## src/rtl/array_7_queue_ctrl.sv

```systemverilog
// Ready/valid FIFO controller in front of a single-port masked SRAM macro.
// One SRAM operation per cycle; reads take priority and land in an output register with empty-queue bypass.
module array_7_queue_ctrl #(
    parameter int DEPTH    = 16,
    parameter int WIDTH    = 24,
    parameter int ADDR_W   = 4,
    parameter int MASK_SEG = 2
) (
    input  logic              clock,
    input  logic              reset,
    input  logic              enq_valid,
    output logic              enq_ready,
    input  logic [WIDTH-1:0]  enq_bits,
    output logic              deq_valid,
    input  logic              deq_ready,
    output logic [WIDTH-1:0]  deq_bits,
    output logic [ADDR_W:0]   count,
    output logic [ADDR_W-1:0] mem_addr,
    output logic              mem_en,
    output logic              mem_wmode,
    output logic [MASK_SEG-1:0] mem_wmask,
    output logic [WIDTH-1:0]  mem_wdata,
    input  logic [WIDTH-1:0]  mem_rdata
);

    localparam logic [ADDR_W:0] RAM_MAX = DEPTH[ADDR_W:0];

    logic [ADDR_W-1:0] wr_ptr_reg;
    logic [ADDR_W-1:0] rd_ptr_reg;
    logic [ADDR_W:0]   ram_cnt_reg;
    logic              rd_pend_reg;
    logic              out_valid_reg;
    logic [WIDTH-1:0]  out_q_reg;

    logic deq_fire;
    logic out_free;
    logic ram_empty;
    logic ram_has_room;
    logic rd_issue;
    logic bypass_cond;
    logic bypass;
    logic wr;

    assign deq_fire     = out_valid_reg & deq_ready;
    assign out_free     = !out_valid_reg | deq_fire;
    assign ram_empty    = (ram_cnt_reg == '0);
    assign ram_has_room = (ram_cnt_reg < RAM_MAX);

    // Reads own the port whenever the output slot can take the result, which keeps FIFO order.
    assign rd_issue    = !reset & !ram_empty & !rd_pend_reg & out_free;
    assign bypass_cond = !reset & ram_empty & !rd_pend_reg & out_free;
    assign bypass      = enq_valid & bypass_cond;
    assign wr          = !reset & enq_valid & !bypass & !rd_issue & ram_has_room;

    assign enq_ready = bypass_cond | (!reset & ram_has_room & !rd_issue);
    assign deq_valid = out_valid_reg;
    assign deq_bits  = out_q_reg;
    assign count     = ram_cnt_reg + (ADDR_W+1)'(rd_pend_reg) + (ADDR_W+1)'(out_valid_reg);

    always_ff @(posedge clock) begin
        if (reset) begin
            wr_ptr_reg    <= '0;
            rd_ptr_reg    <= '0;
            ram_cnt_reg   <= '0;
            rd_pend_reg   <= 1'b0;
            out_valid_reg <= 1'b0;
            out_q_reg     <= '0;
        end else begin
            rd_pend_reg <= rd_issue;
            if (rd_issue) begin
                rd_ptr_reg  <= rd_ptr_reg + 1'b1;
                ram_cnt_reg <= ram_cnt_reg - 1'b1;
            end else if (wr) begin
                wr_ptr_reg  <= wr_ptr_reg + 1'b1;
                ram_cnt_reg <= ram_cnt_reg + 1'b1;
            end
            // Capture and bypass are mutually exclusive: bypass is blocked while a read is in flight.
            if (rd_pend_reg) begin
                out_q_reg     <= mem_rdata;
                out_valid_reg <= 1'b1;
            end else if (bypass) begin
                out_q_reg     <= enq_bits;
                out_valid_reg <= 1'b1;
            end else if (deq_fire) begin
                out_valid_reg <= 1'b0;
            end
        end
    end

    always_comb begin
        mem_en    = 1'b0;
        mem_wmode = 1'b0;
        mem_addr  = '0;
        mem_wdata = '0;
        if (rd_issue) begin
            mem_en   = 1'b1;
            mem_addr = rd_ptr_reg;
        end else if (wr) begin
            mem_en    = 1'b1;
            mem_wmode = 1'b1;
            mem_addr  = wr_ptr_reg;
            mem_wdata = enq_bits;
        end
    end

    genvar gi;
    generate
        for (gi = 0; gi < MASK_SEG; gi++) begin : g_wmask
            assign mem_wmask[gi] = wr;
        end
    endgenerate

endmodule

```

## config.mk

```make
export PLATFORM = sky130hd
export DESIGN_NAME = array_7_queue_ctrl
export DESIGN_NICKNAME = d
export VERILOG_FILES = /design/src/rtl/array_7_queue_ctrl.sv
export SDC_FILE = /design/constraint.sdc
export NUM_CORES = 1
export LEC_CHECK = 0
export BUFFER_PORTS_ARGS = -buffer_cell sky130_fd_sc_hd__buf_2
export CORE_ASPECT_RATIO = 0.6
export CORE_MARGIN = 8
export CORE_UTILIZATION = 48
export DETAILED_ROUTE_END_ITERATION = 10
export MAX_ROUTING_LAYER = met4
export PLACE_DENSITY = 0.86
export RECOVER_POWER = 50
export SYNTH_ARGS = -nofsm -noshare
export SYNTH_HDL_FRONTEND = slang
export SYNTH_SLANG_ARGS = --single-unit
```

## constraint.sdc

```tcl
create_clock -name clock -period 4.6 [get_ports clock]
set_clock_uncertainty 0.2 [all_clocks]
set_input_delay 0 -clock clock [delete_from_list [all_inputs] [get_ports clock]]
set_output_delay 0 -clock clock [all_outputs]
set_load 0.02 [all_outputs]
```

Word level (Yosys, flattened, before mapping)
Cells that the tools add are included.

cells by class
  magnitude comparators = 1
  bitwise gates (word level) = 17
  muxes and demuxes = 14
  $add $sub $neg = 6
  reductions and logical operators = 11

operator list
  kind                                                                 number
  24-bit 2-to-1 mux                                                    4
  1-bit bitwise AND                                                    14
  5-bit by 1-bit adder with 5-bit output                               2
  5-bit 2-to-1 mux                                                     2
  4-bit by 1-bit adder with 4-bit output (second input constant)       2
  4-bit 2-to-1 mux                                                     2
  1-bit zero test                                                      6
  1-bit 2-to-1 mux                                                     6
  5-bit by 1-bit adder with 5-bit output (second input constant)       1
  5-bit zero test                                                      1
  5-bit less-than comparator (second input constant)                   1
  5-bit by 1-bit subtractor with 5-bit output (second input constant)  1
  2-bit nonzero test                                                   2
  3-bit nonzero test                                                   1
  1-bit bitwise OR                                                     2
  2-bit AND reduction                                                  1
  1-bit NOT                                                            1

storage, ports and cells
  input port bits = 52
  flip-flop bits (word level) = 39
  output and inout port bits = 63
  logic and storage cells = 55

Depth between registers and ports, before layout
  depth after elaboration = 11
  mapped depth = 8
  mapped depth without buffers = 7

Worst setup path before layout
No wires, ideal clock.

  path kind = reg2reg
  start point = register ram_cnt_reg[4]
  end point = register ram_cnt_reg[4]
  path slack = 1,552 ps
  arrival = 2,733 ps
  stages on the path, launching flop included = 9
  path buffers = 1
  library setup time = 115 ps
  required time = 4,285 ps
  path through = dfxtp_1 or4_4 o211a_1 clkbuf_1 fa_1 a21o_1 a21oi_1 mux2_2 o21a_1

on the way
  elaborated cells between the ends (all ways) = 20
  those cells by class = add/sub: 2; order compare: 1; mux: 2; bitwise: 10; reduce/logical: 5

RTL lines
  item                                line  RTL
  from (decl)                         30    logic [ADDR_W:0] ram_cnt_reg;
  from (signal assigned)              72    ram_cnt_reg <= ram_cnt_reg - 1'b1;
  from (signal assigned)              75    ram_cnt_reg <= ram_cnt_reg + 1'b1;
  5-bit zero test (*)                 46    assign ram_empty = (ram_cnt_reg == '0);
  1-bit zero test (*)                 50    assign rd_issue = !reset & !ram_empty & !rd_pend_reg & out_free;
  1-bit bitwise AND (*) (3 in a row)  50
  net rd_issue                        39    logic rd_issue;
  1-bit zero test                     53    assign wr = !reset & enq_valid & !bypass & !rd_issue & ram_has_room;
  1-bit bitwise AND (2 in a row)      53
  2-bit nonzero test (no line)        --

Mark *: on every way through the listed nets, which the timed path passes. The rest lies on a longest branch. The select of a mux whose other input is x is not followed.
A chain may end at the register's enable or synchronous reset.

Final worst setup path
  start point = input reset
  end point = output mem_en

on the way
  cells in the longest elaborated chain, start to end = 11
  elaborated cells between the ends (all ways) = 16
  those cells by class = mux: 2; bitwise: 11; reduce/logical: 3

ends and longest elaborated chain
  item                            line        RTL
  from (decl)                     10          input logic reset,
  1-bit zero test (*)             50, 51, 53
  1-bit bitwise AND (3 in a row)  51          assign bypass_cond = !reset & ram_empty & !rd_pend_reg & out_free;
  1-bit bitwise AND               52          assign bypass = enq_valid & bypass_cond;
  1-bit zero test                 53
  1-bit bitwise AND (3 in a row)  53
  1-bit 2-to-1 mux                98          end else if (wr) begin
  1-bit 2-to-1 mux (*)            95          if (rd_issue) begin
  to (decl)                       19          output logic mem_en,

Every way passes the cells marked *; elsewhere a longest branch is shown, timed or not.

==> flow_metrics.py <==
metrics = {
    "outcome": {
        "outcome": "finished, final reports clean",
    },
    "logic_synthesis": {
        "syn-cell-area_um2": 2060,
        "syn_area_per_cell_um2": 9.80,
        "synthCells": 210,
        "synthTopCellsByArea": "dfxtp_1 38%, a221o_1 11%, and2_1 7.9%, and3_2 4.4%, ha_1 3.6%",
        "synth-main-ff-cell": "dfxtp_1",
        "yosys.area.top_type": "dfxtp_1",
        "ys_async_sr_fraction": 0,
        "synth_edf_count": 0,
        "yosysMostFrequentCell": "dfxtp_1",
        "synth_warnings": 0,
        "yosysUniqueCellTypes": 42,
        "synth_seq_cells": 39,
        "yosysTopAreaCellShare": 0.380,
        "synth_commonest_cells": "39 x dfxtp_1, 26 x and2_1, 22 x a221o_1",
        "ys_seq_area_frac": 0.380,
        "syn_nets": 270,
    },
    "drt": {
        "wl_mm": 7.37,
        "first_pass_iters": 4,
        "num_vias": 2282,
        "dr.first_iter.drc_count": 139,
        "drc": 0,
        "vias_per_cell": 5.31,
        "avgRoutedWirePerCell_um": 17.1,
        "ant_nets": 0,
    },
    "setup_path": {
        "cpPeakStageDelay_ps": 650,
        "critPathTopFamily": "buffers and inverters",
        "start_kind": "input port",
        "path_cells": "dlygate4sd3_1 > clkbuf_1 > nor3b_1 > a21boi_0 > buf_4 > nor2_1 > inv_1 > buf_2",
        "path_max_fanout": 29,
        "crit_required_ps": 4400,
        "crit_arrival_ps": 3100,
        "slowest_stage": "a21boi_0",
        "crit_path_end_kind": "primary output",
        "path_class": "in2out",
        "critPathBufInv": 5,
    },
    "power": {
        "power.total_mw": 1.82,
        "peakVddDrop_v": 0.000267,
        "power.density_nw_per_um2": 571,
        "p_leak_nw": 1.62,
    },
    "placement": {
        "pre_cts_ws_ps": 1490,
        "portBuffers": 114,
        "dpl.hpwl_mm": 4.64,
        "dp_cells": 372,
        "routabilityCongestion": 0.887,
    },
    "floorplanning": {
        "coreArea_um2": 4120,
        "start_util": 0.499,
        "dieArea_um2": 6700,
        "io_pins": 115,
        "die-height_um": 66.7,
        "die_w_um": 101,
        "rows": 18,
    },
    "sta": {
        "slew_violations": 0,
        "fin_crit_sh": 0.718,
        "setup_slack_ps": 1300,
        "setup_violations": 0,
        "fin_crit_ps": 3300,
        "worst_slew_pin_slew_ps": 1020,
        "hold_viol_final": 0,
        "fmax_ghz": 0.303,
        "rsz0062_at_grt": "no",
        "setup_tns_ps": 0,
        "slew_headroom": 0.321,
    },
    "global_route": {
        "grt_max_degree": 30,
        "grt_pass1_wl_mm": 11.6,
        "gr-usage-all-layers": 0.223,
        "overflow": 0,
        "grt_pass1_vias": 2341,
        "antenna_found_initial": 0,
    },
    "clocking": {
        "cts.clk_slew.worst_paths_ps": 70,
        "clock_path_buffers": 2,
        "cts.sinks": 39,
        "clock_latency_ps": 280,
        "cts_tree": "done",
        "cts_max_level": 2,
        "cts_root_buffer": "clkbuf_8",
        "cts_buffers": 5,
        "post_cts_buffers": 0,
    },
    "finish": {
        "largest_reg_flops": 24,
        "final_cells": 430,
        "diodes": 0,
        "nNetsFinal": 429,
        "seqCellArea_um2": 781,
        "fillers": 317,
        "drive_gt1_frac": 0.289,
        "multi_input_area_um2": 1150,
        "syn_to_final_growth_pct": 55.1,
    },
    "min_path": {
        "hold_path.class": "in2reg",
    },
    "job": {
        "cap_violations": 0,
    },
}
[power by group]
part / switching [mW] / leakage [nW] / internal [mW]
clock: 0.112 / 0.0515 / 0.137
combinational: 0.587 / 1.25 / 0.419
sequential: 0.104 / 0.320 / 0.461
total: 0.803 / 1.62 / 1.02
[worst reg2reg max path, cell delays in order (launching register included)]
cell     delay [ps]
dfxtp_1         380
or4_1           660
o211a_1         500
fa_1            510
a21o_1          190
a21oi_1         190
mux2_2          350
o21a_1          160
[layer usage]
metal / vias up / global-route usage / part of all wire
li1: 1091 / - / -
met5: - / - / 0
met3: 8 / 0.0676 / 0.086
met2: 109 / 0.389 / 0.47
met1: 1074 / 0.251 / 0.43
met4: 0 / 0.0430 / 0.0092
[through the flow]
stage | util | hold slack (ps) | instance area, µm²
floorplan | - | -61.1 | 2060
global placement | 0.641 | 22.6 | 2640
detailed placement | 0.641 | 27.2 | 2640
CTS | 0.787 | 105 | 3240
global route | 0.774 | 130 | 3190
finish | 0.774 | 121 | 3190
[placed cells by master (no fill, tap or decap), drive strengths merged, types with 2 or more instances in the layout]
cell         netlist  routed
o21ai              4       4
or4                2       2
a31oi              2       2
and3              23      23
xor2               6       6
xnor2              4       4
fa                 2       2
nor3               3       3
a21o               2       2
a211oi             3       3
a21oi              3       3
mux2i              4       4
a21boi             2       2
dlygate4sd3        0      50
a22o               4       4
inv                7       7
and2              26      26
nand2b             4       4
buf                6      83
nor2              11      11
o211a              2       2
dfxtp             39      39
a221o             22      22
clkbuf            10      43
o2111ai            2       2
ha                 6       6
[worst paths after layout]
path,from,to,slack (ps),depth (start not counted)
setup / recovery,reset,mem_en,1300,8
hold / removal,enq_valid,wr_ptr_reg[2],120,5
setup reg to reg,ram_cnt_reg[4],ram_cnt_reg[4],1370,7
hold reg to reg,rd_ptr_reg[1],rd_ptr_reg[1],310,2
[cells by family (layout without fill, tap and decap cells)]
| family | count (synthesis) | count (layout) | share of synthesized area |
|---|---|---|---|
| AND/OR/NAND/NOR | 75 | 75 | 0.234 |
| buffers and inverters | 24 | 184 | 0.0608 |
| flip-flops | 39 | 39 | 0.380 |
| XOR/XNOR | 10 | 10 | 0.0426 |
| AO/OA/AOI/OAI | 49 | 49 | 0.203 |
| adder cells (fa/ha/maj) | 8 | 8 | 0.0560 |
| multiplexers | 5 | 5 | 0.0249 |
[area by class of cell]
cell class | count | area share
Multi-Input combinational cell | 147 | 0.360
Timing Repair Buffer | 168 | 0.331
Sequential cell | 39 | 0.245
Clock buffer | 8 | 0.0314
Tap cell | 60 | 0.0235
Inverter | 8 | 0.00941
[repair_timing]
action	in CTS	in global routing
hold buffers	50	0
resized for setup	0	0
endpoints found under the setup margin	0	0
hold endpoints to repair	33	0
Note: power is estimated with default switching activity, not from simulation.
